**src/rtl/inst_fetch_controller.sv**
```systemverilog
// inst_fetch_controller
//   Drives the program counter into a combinational instruction memory and
//   registers each fetched word, with its address, into a one-entry output slot
//   that decode drains through a valid/ready handshake. A taken branch or jump
//   flushes the slot and restarts fetch at the target. Capturing HALT_WORD
//   parks the PC until the next redirect or reset.
//
// Ports
//   clk             rising-edge clock
//   reset_n         asynchronous active-low reset
//   imem_addr       instruction memory byte address (the pc register)
//   imem_data       instruction word for imem_addr, combinational
//   redirect_valid  branch/jump taken this cycle
//   redirect_target new PC, bits [1:0] ignored
//   out_valid       output slot holds an instruction
//   out_ready       decode accepts the slot this cycle
//   out_instr       instruction in the slot
//   out_pc          address the slot instruction was fetched from
//   halted          fetch is parked on a halt word
//   fetch_count     instructions captured since reset, saturating
module inst_fetch_controller #(
  parameter int unsigned           ADDR_WIDTH  = 32,
  parameter logic [ADDR_WIDTH-1:0] RESET_PC    = '0,
  parameter int unsigned           PC_STEP     = 4,
  parameter logic [31:0]           HALT_WORD   = 32'h0000_000C,
  parameter int unsigned           COUNT_WIDTH = 16
) (
  input  logic                   clk,
  input  logic                   reset_n,
  output logic [ADDR_WIDTH-1:0]  imem_addr,
  input  logic [31:0]            imem_data,
  input  logic                   redirect_valid,
  input  logic [ADDR_WIDTH-1:0]  redirect_target,
  output logic                   out_valid,
  input  logic                   out_ready,
  output logic [31:0]            out_instr,
  output logic [ADDR_WIDTH-1:0]  out_pc,
  output logic                   halted,
  output logic [COUNT_WIDTH-1:0] fetch_count
);

  localparam int unsigned INSTR_WIDTH = 32;

  typedef enum logic [0:0] {
    ST_FETCH = 1'b0,
    ST_HALT  = 1'b1
  } state_t;

  state_t                 state_q,       state_d;
  logic [ADDR_WIDTH-1:0]  pc_q,          pc_d;
  logic                   out_valid_q,   out_valid_d;
  logic [INSTR_WIDTH-1:0] out_instr_q,   out_instr_d;
  logic [ADDR_WIDTH-1:0]  out_pc_q,      out_pc_d;
  logic                   halted_q,      halted_d;
  logic [COUNT_WIDTH-1:0] fetch_count_q, fetch_count_d;

  logic slot_free_c;
  logic capture_c;
  logic halt_word_c;
  logic count_sat_c;

  // Targets are word aligned; the two low bits are dropped on purpose.
  logic [1:0] unused_target_lsbs;
  assign unused_target_lsbs = redirect_target[1:0];

  // State and datapath registers.
  always_ff @(posedge clk or negedge reset_n) begin
    if (!reset_n) begin
      state_q       <= ST_FETCH;
      pc_q          <= RESET_PC;
      out_valid_q   <= 1'b0;
      out_instr_q   <= '0;
      out_pc_q      <= '0;
      halted_q      <= 1'b0;
      fetch_count_q <= '0;
    end else begin
      state_q       <= state_d;
      pc_q          <= pc_d;
      out_valid_q   <= out_valid_d;
      out_instr_q   <= out_instr_d;
      out_pc_q      <= out_pc_d;
      halted_q      <= halted_d;
      fetch_count_q <= fetch_count_d;
    end
  end

  // Next-state and slot update: redirect beats capture beats hold.
  always_comb begin
    state_d       = state_q;
    pc_d          = pc_q;
    out_valid_d   = out_valid_q;
    out_instr_d   = out_instr_q;
    out_pc_d      = out_pc_q;
    fetch_count_d = fetch_count_q;

    // The slot can take a new word if it is empty or being drained now.
    slot_free_c = !out_valid_q || out_ready;
    capture_c   = (state_q == ST_FETCH) && slot_free_c && !redirect_valid;
    halt_word_c = (imem_data == HALT_WORD);
    count_sat_c = &fetch_count_q;

    if (redirect_valid) begin
      // Flush regardless of out_ready; a concurrent handshake still counts
      // as consumed by decode, so nothing is lost or duplicated.
      pc_d        = {redirect_target[ADDR_WIDTH-1:2], 2'b00};
      out_valid_d = 1'b0;
      state_d     = ST_FETCH;
    end else if (capture_c) begin
      out_instr_d = imem_data;
      out_pc_d    = pc_q;
      out_valid_d = 1'b1;
      if (!count_sat_c) begin
        fetch_count_d = fetch_count_q + COUNT_WIDTH'(1);
      end
      if (halt_word_c) begin
        // Park on the halt word so imem_addr keeps pointing at it.
        state_d = ST_HALT;
      end else begin
        pc_d = pc_q + ADDR_WIDTH'(PC_STEP);
      end
    end else if (out_ready) begin
      // Drained with nothing to replace it (halted).
      out_valid_d = 1'b0;
    end

    halted_d = (state_d == ST_HALT);
  end

  assign imem_addr   = pc_q;
  assign out_valid   = out_valid_q;
  assign out_instr   = out_instr_q;
  assign out_pc      = out_pc_q;
  assign halted      = halted_q;
  assign fetch_count = fetch_count_q;

endmodule
```
**config.mk**
```make
export PLATFORM = sky130hd
export DESIGN_NAME = inst_fetch_controller
export DESIGN_NICKNAME = d
export VERILOG_FILES = /design/src/rtl/inst_fetch_controller.sv
export SDC_FILE = /design/constraint.sdc
export NUM_CORES = 1
export LEC_CHECK = 0
export CORE_MARGIN = 8
export CORE_UTILIZATION = 45
export DETAILED_ROUTE_END_ITERATION = 10
export MAX_ROUTING_LAYER = met4
export PLACE_DENSITY = 0.9
export SETUP_SLACK_MARGIN = 0.05
export SYNTH_ARGS = -nofsm -noshare
export SYNTH_HDL_FRONTEND = slang
export SYNTH_SLANG_ARGS = --single-unit
```
**constraint.sdc**
```tcl
create_clock -name clk -period 2.1 [get_ports clk]
set_input_delay 0.525 -clock clk [delete_from_list [all_inputs] [get_ports clk]]
set_output_delay 0.525 -clock clk [all_outputs]
set_load 0.005 [all_outputs]
```
# After elaboration in Yosys (flattened, before gate mapping)
# Index checks and enable logic that the tools add are counted.
# totals
regBits	114
elab_cells	35
out_inout_bits	114
in_bits	68
# classes
n_bitwise	3
n_eq_ne	2
muxes	9
reduce_logical	13
addsub	2
# ops
op	count
two-way mux 32 bit	3
adder 32 x 3 -> 32 bit, second input constant	1
equality test 32 x 4 -> 1 bit, second input constant	1
adder 16 x 1 -> 16 bit, second input constant	1
AND reduction 16 bit	1
two-way mux 1 bit	6
AND reduction 2 bit	3
nonzero test 2 bit	2
NOT 1 bit	3
AND reduction 3 bit	1
nonzero test 3 bit	1
logical AND 1 bit	2
zero test 1 bit	2
inequality test 2 bit, second input constant	1
logical OR 1 bit	1

# Longest topological paths before layout
# logic_depth
word_depth	6
mapped_depth	7
mapped_depth_nobuf	6

# Worst setup path before layout
# OpenSTA, ideal clock, no wires.
# synth_timing
path_kind	input port to flip-flop
start	in redirect_valid
end	reg pc_q[30] (netlist: imem_addr[30])
cell_stages	5
required_time_ns	1.977
setup_ns	0.123
t_arrival_ns	1.986
n_path_buf	1
setup_slack_ns	-0.009
cell_sequence	buf_2 nor3_2 o21ai_2 or4_4 o221a_2
# synth_between
elab_chain_cells	4
word_cells_on_any_way	6
cone_classes	eq/ne: 1; mux: 1; reduce/logical: 4
# synth_rtl
element	line	rtl
start: declaration	32	input logic redirect_valid,
zero test 1 bit	98	capture_c = (state_q == ST_FETCH) && slot_free_c && !redirect_valid;
logical AND 1 bit	98	
nonzero test 2 bit (no source line)	n/a	
AND reduction 2 bit (no source line)	n/a	
end signal: assignment	78	pc_q <= pc_d;
end: declaration	50	logic [ADDR_WIDTH-1:0] pc_q, pc_d;
# Parallel ways exist; a longest one is shown, timed or not.
# A chain may end at the register's enable or synchronous reset.

# Final worst setup path
# layout_timing
start	in out_ready
end	reg pc_q[26] (netlist: imem_addr[26])
# layout_between
elab_chain_cells	5
# layout_rtl
element	line	rtl
start: declaration	35	input logic out_ready,
logical OR 1 bit	97	slot_free_c = !out_valid_q || out_ready;
logical AND 1 bit (2 in series)	98	
nonzero test 2 bit (no source line)	n/a	
AND reduction 2 bit (no source line)	n/a	
# No other way between the ends.

==> results by group <==
Cells and area
  – N_diodes: 0
  – Area Growth Syn to Fin: 53.7%
  – Fin cells: approximately 900
  – Fill cells: 779
  – Multi-input gate area: 0.00232 mm^2
  – Layout cell share with drive strength beyond 1: 0.141
  – Final nets: 833
  – Register area: 0.00276 mm^2

Logic synthesis
  – Avg Inst Size Synth: 9.15 um^2
  – Number of synthesized flops with an enable pin: 0
  – Register bit count reported by yosys: 110
  – Post-Syn Area: 0.00505 mm^2
  – Ys async rst share: 1.00
  – Synth top area cells: dfrtp_1 (55%), nand2_1 (16%), xor2_1 (2.8%)
  – Post-synth top area cell: dfrtp_1
  – Most common cell in the netlist: nand2_1
  – Seq/Total Area, Yosys: 0.545
  – Area share of the leading cell type in the synthesized netlist: 0.545
  – Warning count from the yosys run: 0
  – Synth Instances: around 550
  – Synth cell types: 51
  – Most frequent cells after synthesis: nand2_1 (213), dfrtp_1 (110), clkbuf_1 (18), nor2_1 (18)
  – Predominant post-synthesis flop cell: dfrtp_1

Timing
  – Fin. Hold Viols: 0
  – Final setup fails: 0
  – Final setup skew: about 0.0085 ns
  – Max Clock Freq: slightly below 500 MHz
  – Max Slew Vio Count: 0
  – Relative slew slack: 0.602
  – Worst Tran Pin Value: 0.598 ns
  – Setup TNS: 0 ns
  – RSZ-0062 raised after global routing: true
  – Min Tclk post-route: roughly 2.1 ns
  – Tcrit/Tclk final: 0.986

Clock tree
  – Clock sink count: 110
  – Hold_buf cts: 0
  – CTS clock-pin slew for the worst setup and hold paths: 0.11 ns
  – Root Driver: clkbuf_8
  – CTS tree: yes
  – Clk_lat worst skew: 0.37 ns
  – CTS Buffer Depth: 2
  – Max H-tree Level: 3
  – TritonCTS Buffers: 9

Pwr
  – Power Total: 5.40 mW
  – P_leak: ~3.7 nW
  – Worst VDD drop: 0.460 mV
  – PD cells: roughly 700 mW/mm^2

Drt
  – Vias: 5014
  – Pre-antenna DRT Iters: 5
  – Via density: 5.52
  – 1st-iter DRT viols: 320
  – WL final: 16700 um
  – Antenna-violating nets left: 0
  – Routed WL per cell: 18.4 um
  – Drc violations: 0

Global routing
  – Initial antenna violation count: 0
  – Remaining global-route overflow: 0
  – Vias in the first global route: around 5200
  – GRT Util Overall: 0.222
  – First-pass GRT wire length: 25600 um
  – Largest net degree at the start of global routing: 57

Floorplanning
  – I/O Pins: 182
  – Die Span Y: between 100 and 150 um
  – Core area: around 0.011 mm^2
  – Rows: 38
  – Starting Density: 0.464
  – Die Area: 0.0149 mm^2
  – Die W: 122 um

Status
  – Outcome: finished, final reports clean

Worst setup path
  – Startpoint Class: input pin
  – Crit path largest cell delay: 0.47 ns
  – Worst Path Class, Setup: input pin to register
  – CP arrival: roughly 2.3 ns
  – Reg2reg start: imem_addr[2]
  – CP max FO: 7
  – Cells along the critical path: clkdlybuf4s50_1, nor2b_1, nor2_2, buf_4, o21a_4, buf_4, a311oi_1, a311oi_1
  – CP Data Required Time: 2.34 ns
  – Crit. End Element: register
  – Critical path startpoint: out_ready
  – Crit path max-delay cell type: clkdlybuf4s50_1

Placed design
  – Dpl hpwl: 12200 um
  – RePlAce Congestion: about 0.89
  – Port bufs: 175
  – Inst Count DP: a little under 900

Min path
  – Hold Crit Class: input pin to async pin

Run
  – Number of max-cap violations: 0
[where the power goes]
part	internal (mW)	switching (mW)	total (mW)
Combinational	0.847	0.614	1.46
Clock	0.559	0.735	1.29
Sequential	2.40	0.252	2.65
[worst max-delay path, delay by kind of cell]
kind,cells,cell delay [ns]
AO/OA/AOI/OAI,3,0.53
buffers and inverters,3,0.77
AND/OR/NAND/NOR,2,0.48
[layout make-up]
cell class	instances	area share
Clock inverter	6	0.00871
Multi-Input combinational cell	407	0.299
Timing Repair Buffer	227	0.294
Tap cell	140	0.0226
Sequential cell	110	0.355
Inverter	8	0.00387
Clock buffer	10	0.0165
[worst paths after layout]
path,end,slack [ns],cells after the start
max,imem_addr[26],0.03,8
min,fetch_count[3],0.06,1
max reg2reg,imem_addr[28],0.17,5
min reg2reg,out_pc[25],0.48,2
max in group asynchronous,out_instr[8],1.46,2
min in group clk,out_instr[9],0.40,3
[flip-flops by register name, indices dropped and copies added (netlist names)]
name         flops
out_valid        1
out_pc          30
imem_addr       30
fetch_count     16
out_instr       32
halted           1
[layout by cell type (no fill, tap or decap), types with 5 or more instances in the layout]
cell type / n
a221oi_1: 6
a311oi_1: 5
and3_1: 7
buf_4: 41
clkbuf_8: 9
clkdlybuf4s50_1: 141
dfrtp_1: 108
dlymetal6s2s_1: 30
inv_1: 8
nand2_1: 213
nand3_1: 12
nand4_1: 11
nor2_1: 15
nor2b_1: 5
nor3_1: 7
nor4_2: 8
o2111ai_1: 6
o21ai_0: 13
xnor2_1: 11
xor2_1: 16
[stage by stage]
stage          setup WS, ns  cell area [um^2]  hold slack (ns)  utilization
2_1_floorplan        0.0965              5070            0.229            -
3_3_place_gp         -0.585              7210            0.457        0.662
3_5_place_dp         -0.533              7210            0.463        0.662
4_1_cts              0.0544              7510           0.0556        0.689
5_1_grt           -0.000791              7760           0.0625        0.712
6_report             0.0289              7760           0.0586        0.712
[kinds of logic (layout without fill, tap and decap cells)]
family	after synthesis	after routing	share of synthesized area
AND/OR/NAND/NOR	311	311	0.276
flip-flops	110	110	0.545
AO/OA/AOI/OAI	61	61	0.0892
buffers and inverters	38	251	0.0332
XOR/XNOR	27	27	0.0468
adder cells (fa/ha/maj)	2	2	0.00496
multiplexers	2	2	0.00421
other	1	4	0.000743
[layer usage]
metal,GRT usage,up-vias,routed length [um],share of wire
met5,-,-,0,0
met3,0.0528,39,1370,0.082
li1,-,2296,-,-
met2,0.360,237,8200,0.49
met1,0.259,2442,6660,0.40
met4,0.0925,0,479,0.029
[what timing repair did]
action                     4_1_cts  5_1_grt
resized for setup               14       62
pin swaps                        7       16
setup endpoints to repair       30       39
buffers inserted                 3        4
gates cloned                     2        0
Power figures use the tool's default switching activity.
==> RTL change: new RTL, same flow settings <==
Set the parameter `ADDR_WIDTH` to 24 (it was 32).
--- a/src/rtl/inst_fetch_controller.sv
+++ b/src/rtl/inst_fetch_controller.sv
@@ -19,7 +19,7 @@
 //   halted          fetch is parked on a halt word
 //   fetch_count     instructions captured since reset, saturating
 module inst_fetch_controller #(
-  parameter int unsigned           ADDR_WIDTH  = 32,
+  parameter int unsigned           ADDR_WIDTH  = 24,
   parameter logic [ADDR_WIDTH-1:0] RESET_PC    = '0,
   parameter int unsigned           PC_STEP     = 4,
   parameter logic [31:0]           HALT_WORD   = 32'h0000_000C,
Ports: changed (resized imem_addr, out_pc and redirect_target); port bits go from 182 to 158. No check against the original RTL was run, so the function may have changed too.
==> RTL change against the unedited design <==
- worst setup slack better by 0.054 ns
- sequential cell count decreased by 16
- wire length shrank 22%
- largest cell class unchanged
- total power down 11%
- combinational power is 9% lower
- largest power group unchanged
- cell area shrank 15%
- via count is 25% lower
- sequential share of layout area increased by 0.063 points
- synthesized area decreased by 15%
- clock power shrank 9%
- maximum frequency grew 2.7%
==> RTL change: results (changes against the unedited design) <==
Result of the run = complete, no violations
Post-route clock skew = 0.0129 ns (+0.00441 ns)
First-pass GRT wire length = 19700 um (-23%)
Sequential-to-total area share from yosys stat = 54.8% (+0.30 points)
Worst ir drop on vdd = 0.444 mV (-3.6%)
Clock share of power = 24.4% (+0.5 points)
Delay of the slowest cell on the worst path = 0.49 ns (+0.02 ns)
Commonest cells post-synth = sky130_fd_sc_hd__dfrtp_1, sky130_fd_sc_hd__mux2_2, sky130_fd_sc_hd__nand3_1, sky130_fd_sc_hd__nor2_1
Startpoint of the worst setup timing path = imem_data[7]
Number of iterations in the first detailed-routing pass = 4 (-1)
Root buf cell = sky130_fd_sc_hd__clkbuf_8
Cell Pwr Density = 727 nW/um2 (+4.3%)
Total global routing track utilization = 19.8% (-2.4 points)
Final WL = 13000 um (-22%)
Final HPWL from detailed placement = 9660 um (-21%)
Worst skew pair latency = 0.35 ns (-0.02 ns)
Share of total power consumed by net switching = 27.6% (-2.0 points)
Port bufs = 151 (-14%)
Number of nets in the layout = 616 (-26%)
Top cells by area in the synthesized netlist = sky130_fd_sc_hd__dfrtp_1, sky130_fd_sc_hd__mux2_2, sky130_fd_sc_hd__xnor2_1
Vias after detailed routing = 3779 (-25%)
Reg-to-Reg End = imem_addr[13]
Number of unique standard cell types used by synthesis = 38 (-25%)
Worst hold-check slack = 0.0932 ns (+0.0346 ns)
Gate Count Post-Synth = 365 (-34%)
Internal reg-to-reg setup slack = 0.12 ns (-0.05 ns)
Largest delay contributor family on the critical path = simple AND/OR/NAND/NOR gates
Global placer's final weighted congestion = 0.832 (-6.9%)
Fraction of layout instances using a drive strength above 1 = 24.0% (+10 points)
Maximum fanout count along the critical path = 8 (+1)
Leak Pwr = 2.86 nW (-22%)
Maximum number of pins on one net before global-route repair = 35 (-39%)
WL per Instance = 18.9 um (+2.5%)
Via count of the first global-routing pass = 3948 (-24%)
Cell Count Post-Placement = 669 (-24%)
Post-Place Cell Area = 6230 um2 (-14%)
RR Startpoint = imem_addr[9]
[RTL change: through the flow]
stage                     setup WS (ns)  util (%)
after floorplan                  0.0650         -
after global placement           -0.360      67.4
after detailed placement         -0.474      67.4
after CTS                        0.0307      69.8
after global routing            0.00767      71.6
final                            0.0825      71.6
[RTL change: how the worst max path moves through the flow]
stage                          to  slack (ns)  cells past startpoint
CTS                  imem_addr[9]        0.03                      7
detailed placement   imem_addr[9]       -0.47                      7
floorplan           imem_addr[18]        0.07                      8
global placement     imem_addr[8]       -0.36                      7
finish              imem_addr[23]        0.08                      7
global route        imem_addr[16]       0.008                      6
[RTL change: kinds of logic (layout without fill, tap and decap cells)]
kind of cell | Yosys count | count (layout) | share of synthesized area (%)
AOI/OAI and AO/OA | 46 | 46 | 6.94
xor gates and xnor gates | 20 | 20 | 4.08
adders and majority gates | 2 | 2 | 0.583
buffers and inverters | 27 | 217 | 3.30
DFF | 94 | 94 | 54.8
muxes | 55 | 55 | 14.4
other | 1 | 4 | 0.0874
and+or+nand+nor | 120 | 120 | 15.7
[RTL change: metal layers]
layer  GRT usage [%]  vias to the layer above  share of wire [%]
li1                -                     1722                  -
met1            23.0                     1855                 41
met2            32.6                      181                 49
met3            5.81                       21                8.7
met4            5.77                        0                1.7
met5               -                        -                  0
[RTL change: final cells by class]
cell class,instances,area [um2]
Fill cell,631,2630
Sequential cell,94,2350
Timing Repair Buffer,197,2010
Multi-Input combinational cell,247,1880
Tap cell,129,161
Clock buffer,9,124
Clock inverter,6,63.8
Inverter,5,18.8
[RTL change: what timing repair did]
action / 4_1_cts / 5_1_grt
setup endpoints to repair: 18 / 15
hold buffers: 0 / 0
cloned: 0 / 3
gates resized for setup: 10 / 30
pin swaps: 3 / 8
